<file path="config.mk">
export PLATFORM = sky130hd
export DESIGN_NAME = lcd_result_formatter_flat
export DESIGN_NICKNAME = d
export VERILOG_FILES = /design/src/rtl/lcd_result_formatter_if.sv /design/src/rtl/lcd_result_formatter.sv /design/src/flat_wrapper.sv
export SDC_FILE = /design/constraint.sdc
export NUM_CORES = 1
export LEC_CHECK = 0
export CAP_MARGIN = 25
export CORE_ASPECT_RATIO = 0.7
export CORE_MARGIN = 2
export CORE_UTILIZATION = 45
export CTS_CLUSTER_SIZE = 28
export DETAILED_ROUTE_END_ITERATION = 8
export PLACE_DENSITY = 0.65
export SYNTH_ARGS = -nofsm -noshare
export SYNTH_HDL_FRONTEND = slang
export SYNTH_SLANG_ARGS = --single-unit
export TNS_END_PERCENT = 5
</file>
<file path="constraint.sdc">
create_clock -name clk -period 2.2 [get_ports clk]
set_input_delay 0.44 -clock clk [delete_from_list [all_inputs] [get_ports clk]]
set_output_delay 0.44 -clock clk [all_outputs]
set_load 0.01 [all_outputs]
</file>
<file path="src/rtl/lcd_result_formatter_if.sv">
// rtl/lcd_result_formatter_if.sv - byte stream from result formatter to LCD writer
interface lcd_result_formatter_if;
  logic [7:0] char_data;
  logic       char_is_cmd;
  logic       char_valid;
  logic       char_ready;

  modport master (
    output char_data,
    output char_is_cmd,
    output char_valid,
    input  char_ready
  );

  modport slave (
    input  char_data,
    input  char_is_cmd,
    input  char_valid,
    output char_ready
  );
endinterface

</file>
<file path="src/rtl/lcd_result_formatter.sv">
// rtl/lcd_result_formatter.sv - binary sum to five-digit LCD byte stream
module lcd_result_formatter #(
  parameter logic [7:0] LINE_ADDR          = 8'h40,
  parameter bit         LEADING_ZERO_BLANK = 1'b1,
  parameter logic [7:0] FILL_CHAR          = 8'h20
) (
  input  logic                          clk,
  input  logic                          reset,
  input  logic [15:0]                   result,
  input  logic                          show_result,
  lcd_result_formatter_if.master        char_if,
  output logic                          busy,
  output logic                          done
);

  typedef enum logic [2:0] {
    IDLE,
    CONVERT,
    SEND_CMD,
    SEND_CHAR,
    DONE_ST
  } state_t;

  state_t      state;
  logic        show_prev;
  logic [15:0] bin_reg;
  logic [19:0] bcd_reg;
  logic [3:0]  bit_cnt;
  logic [2:0]  char_idx;
  logic [19:0] bcd_adj;
  logic [35:0] shifted;
  logic        trigger;

  assign trigger = show_result & ~show_prev;

  // Character for digit position idx (0 = ten-thousands .. 4 = units),
  // blanking leading zeros above the units digit when enabled.
  function automatic logic [7:0] digit_char(input logic [19:0] bcd, input logic [2:0] idx);
    logic [7:0] ch;
    logic [3:0] nib;
    logic       higher_zero;
    ch          = 8'h30;
    higher_zero = 1'b1;
    for (int i = 0; i < 5; i++) begin
      nib = bcd[(4 - i) * 4 +: 4];
      if (i == int'(idx)) begin
        if (LEADING_ZERO_BLANK && (i < 4) && higher_zero && (nib == 4'd0))
          ch = FILL_CHAR;
        else
          ch = {4'h3, nib};
      end
      higher_zero = higher_zero & (nib == 4'd0);
    end
    return ch;
  endfunction

  // Double-dabble add-3 correction on every BCD nibble before the shift.
  always_comb begin
    bcd_adj = '0;
    for (int i = 0; i < 5; i++) begin
      if (bcd_reg[i * 4 +: 4] >= 4'd5)
        bcd_adj[i * 4 +: 4] = bcd_reg[i * 4 +: 4] + 4'd3;
      else
        bcd_adj[i * 4 +: 4] = bcd_reg[i * 4 +: 4];
    end
  end

  assign shifted = {bcd_adj, bin_reg} << 1;

  // Control FSM with registered stream, busy and done outputs.
  always_ff @(posedge clk) begin
    if (reset) begin
      state               <= IDLE;
      show_prev           <= 1'b0;
      bin_reg             <= '0;
      bcd_reg             <= '0;
      bit_cnt             <= '0;
      char_idx            <= '0;
      char_if.char_data   <= '0;
      char_if.char_is_cmd <= 1'b0;
      char_if.char_valid  <= 1'b0;
      busy                <= 1'b0;
      done                <= 1'b0;
    end else begin
      show_prev <= show_result;
      case (state)
        IDLE: begin
          done <= 1'b0;
          if (trigger) begin
            bin_reg <= result;
            bcd_reg <= '0;
            bit_cnt <= '0;
            busy    <= 1'b1;
            state   <= CONVERT;
          end
        end

        CONVERT: begin
          bcd_reg <= shifted[35:16];
          bin_reg <= shifted[15:0];
          bit_cnt <= bit_cnt + 4'd1;
          if (bit_cnt == 4'd15) begin
            char_if.char_valid  <= 1'b1;
            char_if.char_is_cmd <= 1'b1;
            char_if.char_data   <= 8'h80 | LINE_ADDR;
            state               <= SEND_CMD;
          end
        end

        SEND_CMD: begin
          if (char_if.char_valid && char_if.char_ready) begin
            char_idx            <= 3'd0;
            char_if.char_is_cmd <= 1'b0;
            char_if.char_data   <= digit_char(bcd_reg, 3'd0);
            state               <= SEND_CHAR;
          end
        end

        SEND_CHAR: begin
          if (char_if.char_valid && char_if.char_ready) begin
            if (char_idx == 3'd4) begin
              char_if.char_valid <= 1'b0;
              done               <= 1'b1;
              state              <= DONE_ST;
            end else begin
              char_idx          <= char_idx + 3'd1;
              char_if.char_data <= digit_char(bcd_reg, char_idx + 3'd1);
            end
          end
        end

        DONE_ST: begin
          done  <= 1'b0;
          busy  <= 1'b0;
          state <= IDLE;
        end

        default: begin
          char_if.char_valid <= 1'b0;
          busy               <= 1'b0;
          done               <= 1'b0;
          state              <= IDLE;
        end
      endcase
    end
  end

endmodule

</file>
<file path="src/flat_wrapper.sv">
// flat-port wrapper written by rule: the top's interface ports become plain ports
module lcd_result_formatter_flat 
#(
  parameter logic [7:0] LINE_ADDR          = 8'h40,
  parameter bit         LEADING_ZERO_BLANK = 1'b1,
  parameter logic [7:0] FILL_CHAR          = 8'h20
)
  (clk, reset, result, show_result, busy, done, char_if_char_data, char_if_char_is_cmd, char_if_char_valid, char_if_char_ready);
  lcd_result_formatter_if char_if_i ();
  input  logic clk;
  input  logic reset;
  input  logic [15:0] result;
  input  logic show_result;
  output logic busy;
  output logic done;
  output wire logic [$bits(char_if_i.char_data)-1:0] char_if_char_data;
  output wire logic [$bits(char_if_i.char_is_cmd)-1:0] char_if_char_is_cmd;
  output wire logic [$bits(char_if_i.char_valid)-1:0] char_if_char_valid;
  input wire logic [$bits(char_if_i.char_ready)-1:0] char_if_char_ready;
  assign char_if_char_data = char_if_i.char_data;
  assign char_if_char_is_cmd = char_if_i.char_is_cmd;
  assign char_if_char_valid = char_if_i.char_valid;
  assign char_if_i.char_ready = char_if_char_ready;
  lcd_result_formatter #(.LINE_ADDR(LINE_ADDR), .LEADING_ZERO_BLANK(LEADING_ZERO_BLANK), .FILL_CHAR(FILL_CHAR)) u_core (.clk(clk), .reset(reset), .result(result), .show_result(show_result), .char_if(char_if_i), .busy(busy), .done(done));
endmodule
</file>
==> key figures <==
Outcome
  – Status: finished, final reports clean

Routing
  – Vias post-DR: 3034
  – DR vias/cell: 5.65
  – DR WL/cell: 15.2 um
  – Iteration-0 DRC Markers: 146
  – DRT antenna net count: 0
  – Initial DRT Pass Iterations: 4
  – Number of remaining DRC errors: 0
  – Routed WL: 8.14 mm

Synthesis
  – Mux cell area share after synthesis: 1.83%
  – Distinct cells, synth: 52
  – Syn Nets: 447
  – Simple-gate share of the synthesized area: 25.4%
  – Synth Area in XOR/XNOR: 2.36%
  – Mapped Cells: 408
  – Post-synth EDFFs: 0
  – Syn avg cell area: 8.05 um^2
  – Largest family of logic cells by synthesized area: simple AND/OR/NAND/NOR gates
  – Post-synthesis register bit count: 58
  – Synthesized area: 3280 um^2
  – Register area share after synthesis: 35.4%
  – Synth Area in Adders: 7.24%
  – Yosys warns: 0
  – Ys flop type: dfxtp_1
  – Post-synthesis compound-gate area fraction: 21.6%
  – FFs w/ async S/R, synth: 0%

Clock tree
  – Post-CTS setup buffers: 0
  – CTS tree: built
  – Clock-pin slew on the worst setup and hold paths: 0.07 ns
  – H-tree depth: 3
  – Cts hold-fix bufs: 0
  – Number of clock sinks: 58
  – Skew-Pair Late Insertion Delay: 0.34 ns
  – Root buffer cell: clkbuf_8
  – CTS Buffer Depth: 2
  – CTS Buf Count: 9

Cells and area
  – Nets@finish: 473
  – Layout cells sized above 1: 8.66%
  – Fillers: 644
  – Largest register FFs: 20
  – Layout area overhead: 19.4%
  – Antenna diode count: 0

Pwr
  – Internal Power: 1.78 mW
  – Leakage: 1.49 nW
  – Worst vdd ir: 0.315 mV
  – Clk pwr share: 42.7%
  – Switch Pwr: 0.609 mW
  – Net Sw Frac: 25.5%
  – Pwr Total: 2.39 mW
  – Register share of total power: 46.8%
  – Power Dens Cells: 610 nW/um^2
  – Combinational power share: 10.5%

Global route
  – GRT Total Usage: 22.1%
  – Vias in the first global route: 2778
  – Initial antenna violation count: 0
  – Largest net degree at the start of global routing: 58
  – Grt ovf: 0
  – First-pass GRT wire length: 13.8 mm

Floorplan
  – Die H: 75.5 um
  – Core area: 7190 um^2
  – Starting Density: 45.7%
  – Area of the die: 8010 um^2
  – Die Wd: 106 um
  – Top-level port count: 32
  – Standard-cell row count: 26

Timing
  – Final worst path period share: 90.4%
  – Worst-case clock skew: 0.00649 ns
  – Max_slew headroom: 53.9%
  – RSZ-0062 raised after global routing: no
  – Final hold vios: 0
  – Fmax: 503 MHz
  – Setup_tns: 0 ns
  – Final Max Tran Viols: 0
  – Final setup viols: 0
  – Slew @ Worst Pin: 0.691 ns
  – Final min period: 1.99 ns

Placement
  – Placer Congestion: 0.910
  – DPL Wire Length: 5.61 mm
  – Port Buffer Count: 31

Worst setup path
  – CP Data Required Time: 2.40 ns
  – Crit end category: register
  – Setup CP Type: reg2reg
  – Max FO, Critical Path: 8
  – Arr. time, crit path: 2.19 ns
  – Crit path launch type: register

Run
  – Maxcap violations: 0

Hold path
  – Worst hold path class: reg2reg
synthesized netlist by cell type (all sizes together) (3+ instances only):
cell type | number | area share [%]
o31ai | 5 | 1.1
and3 | 8 | 1.5
nor3b | 7 | 2.2
nor2 | 42 | 4.8
nand2 | 33 | 3.8
inv | 18 | 2.1
o21ai | 12 | 1.8
a31oi | 7 | 1.3
a311oi | 17 | 4.5
a22oi | 4 | 1.1
a211oi | 4 | 0.91
a21oi | 39 | 5.9
nor3 | 20 | 3.0
o211ai | 5 | 1.1
nand2b | 8 | 1.5
ha | 19 | 7.2
nand3 | 29 | 4.4
mux2i | 6 | 1.8
dfxtp | 58 | 35
nor2b | 4 | 0.76
clkbuf | 16 | 1.9
xnor2 | 6 | 1.8
buf | 13 | 2.2
nand3b | 3 | 1.1
power by group through the flow:
stage	registers [mW]	logic [mW]	clock network, mW
floorplan	1.13	0.153	0
global placement	1.14	0.249	0
detailed placement	1.14	0.252	0
CTS	1.12	0.254	1.05
finish	1.12	0.250	1.02
global route	1.12	0.279	1.10
critical path: stages (launching register included):
cell      delay [ns]
dfxtp_1         0.32
inv_1           0.09
ha_1            0.22
nor3b_2         0.46
nor3_1          0.14
a221o_1         0.38
a21oi_1         0.14
a311oi_1        0.10
worst paths after layout:
path                            from                          end  slack [ns]  cells past startpoint
setup / recovery  u_core.bcd_reg[17]  u_core.char_if.char_data[0]        0.21                      7
hold / removal           u_core.busy                  u_core.busy        0.46                      2
setup reg to reg  u_core.bcd_reg[17]  u_core.char_if.char_data[0]        0.21                      7
hold reg to reg          u_core.busy                  u_core.busy        0.46                      2
layer usage:
layer / routed length [um] / vias to the layer above / track usage [%]
met1: 4280 / 1418 / 31.8
met4: 106 / 0 / 7.31
li1: - / 1538 / -
met2: 3380 / 67 / 33.0
met5: 0 / - / 0
met3: 381 / 11 / 5.30
stage by stage:
step / std cells / instance area, um^2 / util (%) / setup slack, ns / hold slack (ns)
3_3_place_gp: 521 / 3710 / 51.6 / 0.163 / 0.449
6_report: 537 / 3920 / 54.5 / 0.211 / 0.461
2_1_floorplan: 408 / 3280 / - / 0.381 / 0.459
5_1_grt: 537 / 3920 / 54.5 / 0.0540 / 0.498
3_5_place_dp: 521 / 3710 / 51.6 / 0.104 / 0.449
4_1_cts: 537 / 3920 / 54.5 / 0.160 / 0.462
kinds of logic after synthesis:
family          count (synthesis)
buf+inv                        47
xor+xnor                        8
compound gates                107
fa+ha+maj                      19
flops                          58
simple gates                  163
mux                             6
cells in the final DEF, fill, tap and decap left out, drive strengths merged, types with 3 or more instances in the layout:
cell and instances:
a211oi 4, nor3 20, nor2 42, a31oi 7, buf 14, nor2b 4
inv 18, a22oi 4, mux2i 6, o31ai 5, nor3b 7, a311oi 17
ha 19, clkbuf 12, a21oi 39, nand3 29, nand2b 8, clkdlybuf4s50 30
xnor2 6, o211ai 5, nand2 33, o21ai 12, and3 8, nand3b 3
dfxtp 58
cell type report:
| cell class | count | area, um^2 | area share, % |
|---|---|---|---|
| Clock inverter | 4 | 50.0 | 1.28 |
| Sequential cell | 58 | 1160 | 29.6 |
| Timing Repair Buffer | 44 | 440 | 11.2 |
| Multi-Input combinational cell | 303 | 1920 | 49.1 |
| Inverter | 18 | 67.6 | 1.72 |
| Tap cell | 98 | 123 | 3.13 |
| Clock buffer | 12 | 155 | 3.96 |
repair_timing:
action	CTS	global route
resized for setup	0	1
setup endpoints to repair	0	2
hold endpoints to repair	0	0
No activity file was read; power rests on OpenSTA's default activity.
==> RTL edit 1 (config.mk and constraints unchanged) <==
`LEADING_ZERO_BLANK` is set to 1'b1 in 2 places; all go to 1'b0.
--- a/src/rtl/lcd_result_formatter.sv
+++ b/src/rtl/lcd_result_formatter.sv
@@ -1,7 +1,7 @@
 // rtl/lcd_result_formatter.sv - binary sum to five-digit LCD byte stream
 module lcd_result_formatter #(
   parameter logic [7:0] LINE_ADDR          = 8'h40,
-  parameter bit         LEADING_ZERO_BLANK = 1'b1,
+  parameter bit         LEADING_ZERO_BLANK = 1'b0,
   parameter logic [7:0] FILL_CHAR          = 8'h20
 ) (
   input  logic                          clk,
--- a/src/flat_wrapper.sv
+++ b/src/flat_wrapper.sv
@@ -2,7 +2,7 @@
 module lcd_result_formatter_flat 
 #(
   parameter logic [7:0] LINE_ADDR          = 8'h40,
-  parameter bit         LEADING_ZERO_BLANK = 1'b1,
+  parameter bit         LEADING_ZERO_BLANK = 1'b0,
   parameter logic [7:0] FILL_CHAR          = 8'h20
 )
   (clk, reset, result, show_result, busy, done, char_if_char_data, char_if_char_is_cmd, char_if_char_valid, char_if_char_ready);
Formal check against the unedited RTL: same outputs for any inputs over 10 cycles, from zero or initial values and one cycle with reset high; that may be too few to reach the edited logic, so the function may still have changed.
==> RTL edit 1 against the unedited design <==
Sequential cell count fell by 1. Highest routed layer unchanged. Maximum frequency fell by 0.17%. Routed wire length fell by 11%. Global-route usage fell by 1.3 points. Worst setup slack got worse by 0.0033 ns. Critical path depth did not move. Hold slack got worse by 0.0012 ns. Synthesized area fell by 5.0%. Cell area fell by 4.4%. Sequential share of layout area rose by 0.82 points. Power rose by 1.0%. Critical endpoint unchanged.
==> RTL edit 1: results (changes against the unedited design) <==
RR Startpoint: u_core.char_idx[0]
P_leak: 1.33 nW (-11%)
Critical Path AT: 2.23 ns (+0.04 ns)
Final Cycle Share: 0.905 (+0.00150)
ClkCell Share: 0.0561 (+0.00373)
Hold Startpoint: u_core.bin_reg[15]
multiplexer share of the synthesized area: 0.00642 (-0.0119)
outcome: finished, final reports clean
XOR/XNOR Fraction of Synth Area: 0.0341 (+0.0105)
clk_skew: 0.00723 ns (+0.000738 ns)
Synth area leaders: dfxtp_1 37%, nand3_1 6.9%, ha_1 6.4%
adder-cell share of the synthesized area: 0.0642 (-0.00820)
WL met1: 3710 um (-13%)
Slowest cell on crit path: dfxtp_1
Non-clock buffers, area share: 0.115 (+0.00313)
Layout fillers: 621 (-3.6%)
top cells by count, synth: 57 x dfxtp_1, 43 x nand3_1, 39 x nor2_1
final instance count without filler cells: 504 (-6.1%)
initial DRC count: 180 (+23%)
Signal buffers: 43 (-2.3%)
placed cell areas: 3530 um2 (-4.8%)
Peak VDD IR: 0.000275 V (-13%)
met3 Track Usage GR: 0.0599 (+0.00691)
Final nets: 441 (-6.8%)
final instance area: 3750 um2 (-4.4%)
fraction of layout cells with a size suffix above 1: 0.117 (+0.0305)
Hold Slack: 0.460 ns (-0.00121 ns)
met3 wire len: 390 um (+2.4%)
Sinks on Clock Net: 57 (-1.7%)
clkbuf count: 10 (-2)
-- RTL edit 1: report_power, final --
part	switching [mW]	total, mW	internal (mW)
clock network	0.424	1.06	0.631
logic	0.151	0.264	0.113
registers	0.0237	1.09	1.07
total	0.599	2.41	1.82
-- RTL edit 1: worst register-to-register path: cells and delay by family (launching register included) --
family / cells / cell delay, ns
AO/OA/AOI/OAI: 4 / 0.86
buffers and inverters: 1 / 0.09
adder cells (fa/ha/maj): 1 / 0.33
AND/OR/NAND/NOR: 1 / 0.20
flip-flops: 1 / 0.42
-- RTL edit 1: cells by family (layout without fill, tap and decap cells) --
logic type / after synthesis / after routing
xor+xnor: 10 / 10
fa+ha+maj: 16 / 16
flops: 57 / 57
buf+inv: 41 / 72
mux: 2 / 2
simple gates: 155 / 155
compound gates: 98 / 98
-- RTL edit 1: timing repair --
action | 4_1_cts | 5_1_grt
hold buffers | 0 | 0
setup endpoints to repair | 0 | 1
resized for setup | 0 | 1
==> RTL edit 2 (config.mk and constraints unchanged) <==
Made on the original files. The 5 states of `state_t` get a Gray code encoding in 3 bits.
--- a/src/rtl/lcd_result_formatter.sv
+++ b/src/rtl/lcd_result_formatter.sv
@@ -14,11 +14,11 @@
 );
 
   typedef enum logic [2:0] {
-    IDLE,
-    CONVERT,
-    SEND_CMD,
-    SEND_CHAR,
-    DONE_ST
+    IDLE      = 3'b000,
+    CONVERT   = 3'b001,
+    SEND_CMD  = 3'b011,
+    SEND_CHAR = 3'b010,
+    DONE_ST   = 3'b110
   } state_t;
 
   state_t      state;
Formal check against the unedited RTL: no difference found for any inputs over 10 cycles, from zero or initial values and one cycle with reset high; not proved beyond that.
==> RTL edit 2 against the unedited design <==
Sequential power increased by 4%. Sequential share of layout area increased by 0.19 points. Sequential cell count unchanged. Cell area decreased by 0.64%. Synthesized area increased by 1.2%. Worst setup slack improved by 0.011 ns. Power increased by 5.7%. Count of clock-buffer cells in the layout decreased by 1. Routed wire length decreased by 5.7%. Critical path type unchanged.
==> RTL edit 2: results (changes against the unedited design) <==
outcome: finished, final reports clean
gr usage total: 0.205 (-0.0167)
max reg flops: 20 (unchanged)
Peak VDD IR: 0.000314 V (-0.49%)
worst hold endpoint: u_core.bin_reg[0]
max incr delay on CP: 0.43 ns (-0.03 ns)
via count: 2,982 (-1.7%)
max-slew headroom at the worst pin: 0.602 (+0.0622)
Routed Wire Length: 7680 um (-5.7%)
Distinct cells, synth: 55 (+5.8%)
clk_skew: 0.00838 ns (+0.00189 ns)
adder-cell share of the synthesized area: 0.0716 (-0.000845)
vias in the first global route: 2,764 (-0.50%)
deepest clock path buffer count: 2 (unchanged)
P_leak: 1.44 nW (-3.2%)
Crit Reg-Reg Endpoint: u_core.char_if.char_data[4]
worst-path fanout max: 7 (-1)
Final nets: 476 (+0.63%)
sequential area share after synthesis: 0.350 (-0.00413)
Compound-Gate Fraction of Synth Area: 0.220 (+0.00312)
DR pass1 iterations: 5 (+1)
first-pass GRT wire length: 13,100 um (-5.0%)
Post-DP HPWL: 5170 um (-7.9%)
top cells by count, synth: 58 x dfxtp_1, 50 x nand2_1, 45 x nor2_1
RR Startpoint: u_core.bcd_reg[16]
Pint: 1.78 mW (about the same)
Slowest cell on crit path: nor3b_2
pre-CTS WS: 0.0319 ns (-0.0722 ns)
fraction of layout cells with a size suffix above 1: 0.0995 (+0.0130)
largest net degree at the start of global routing: 60 (+3.4%)
GP Congestion: 0.965 (+6.0%)
Synth area leaders: dfxtp_1 35%, ha_1 7.2%, a21oi_1 6.3%
Syn Nets: 451 (+0.89%)
XOR/XNOR Fraction of Synth Area: 0.0211 (-0.00254)
multiplexer share of the synthesized area: 0.0211 (+0.00280)
placed cell areas: 3720 um2 (+0.30%)
initial DRC count: 191 (+31%)
Hold Startpoint: u_core.bin_reg[0]
Worst path top cell family by delay: simple AND/OR/NAND/NOR gates
hold path depth: 2 (unchanged)
Initial Utilization: 0.460 (+0.00331)
[RTL edit 2: cell count changes in the layout (fill, tap and decap cells not counted), sizes merged, moves of 3 or more]
| cell | before | now |
|---|---|---|
| or3 | 0 | 4 |
| o211ai | 5 | 2 |
| nor2 | 42 | 45 |
| nand4 | 1 | 6 |
| and3 | 8 | 4 |
| nand3 | 29 | 17 |
| nand2 | 33 | 50 |
| a22oi | 4 | 1 |
| a21oi | 39 | 43 |
| o31ai | 5 | 2 |
| o21ai | 12 | 16 |
| nor3 | 20 | 15 |
| nor3b | 7 | 4 |
[RTL edit 2: worst max-delay path by stage]
stage                        from                           to  cells past startpoint  slack, ns
5_1_grt        u_core.bcd_reg[16]  u_core.char_if.char_data[4]                      7       0.05
3_5_place_dp          show_result           u_core.bin_reg[13]                      6       0.03
3_3_place_gp          show_result           u_core.bin_reg[13]                      6       0.08
4_1_cts        u_core.char_idx[0]  u_core.char_if.char_data[1]                      6       0.26
2_1_floorplan  u_core.char_idx[0]  u_core.char_if.char_data[0]                      7       0.40
6_report       u_core.bcd_reg[16]  u_core.char_if.char_data[4]                      7       0.22
[RTL edit 2: kinds of logic (layout without fill, tap and decap cells)]
| group | after synthesis | count (layout) |
|---|---|---|
| simple gates | 170 | 170 |
| fa+ha+maj | 19 | 19 |
| mux | 7 | 7 |
| buf+inv | 47 | 77 |
| flops | 58 | 58 |
| xor+xnor | 8 | 8 |
| compound gates | 103 | 103 |
[RTL edit 2: routing by layer]
metal  GRT usage  routed length [um]
met1       0.271                3840
met5           0                   0
met4      0.0649                  49
met3      0.0624                 486
met2       0.325                3300
[RTL edit 2: cell type report]
type | instances | area (um2)
Inverter | 18 | 67.6
Timing Repair Buffer | 43 | 433
Multi-Input combinational cell | 307 | 1940
Tap cell | 98 | 123
Clock inverter | 5 | 30.0
Clock buffer | 11 | 141
Fill cell | 692 | 3330
Sequential cell | 58 | 1160
[RTL edit 2: power groups by stage]
stage                     Combinational, mW  Sequential, mW  Clock (mW)
final                                 0.497            1.17       0.859
after global routing                  0.551            1.18       0.927
after CTS                             0.501            1.17       0.880
after detailed placement              0.498            1.19           0
after global placement                0.494            1.19           0
after floorplan                       0.327            1.19           0
[RTL edit 2: per-stage QoR]
stage,std cells,hold WS [ns]
2_1_floorplan,412,0.432
3_3_place_gp,524,0.454
3_5_place_dp,524,0.457
4_1_cts,540,0.473
5_1_grt,540,0.496
6_report,540,0.471
[RTL edit 2: tightest hold or removal path, cell delays in order, from the launching register on]
cell	delay, ns
dfxtp_1	0.31
nand3_1	0.06
a21oi_1	0.06
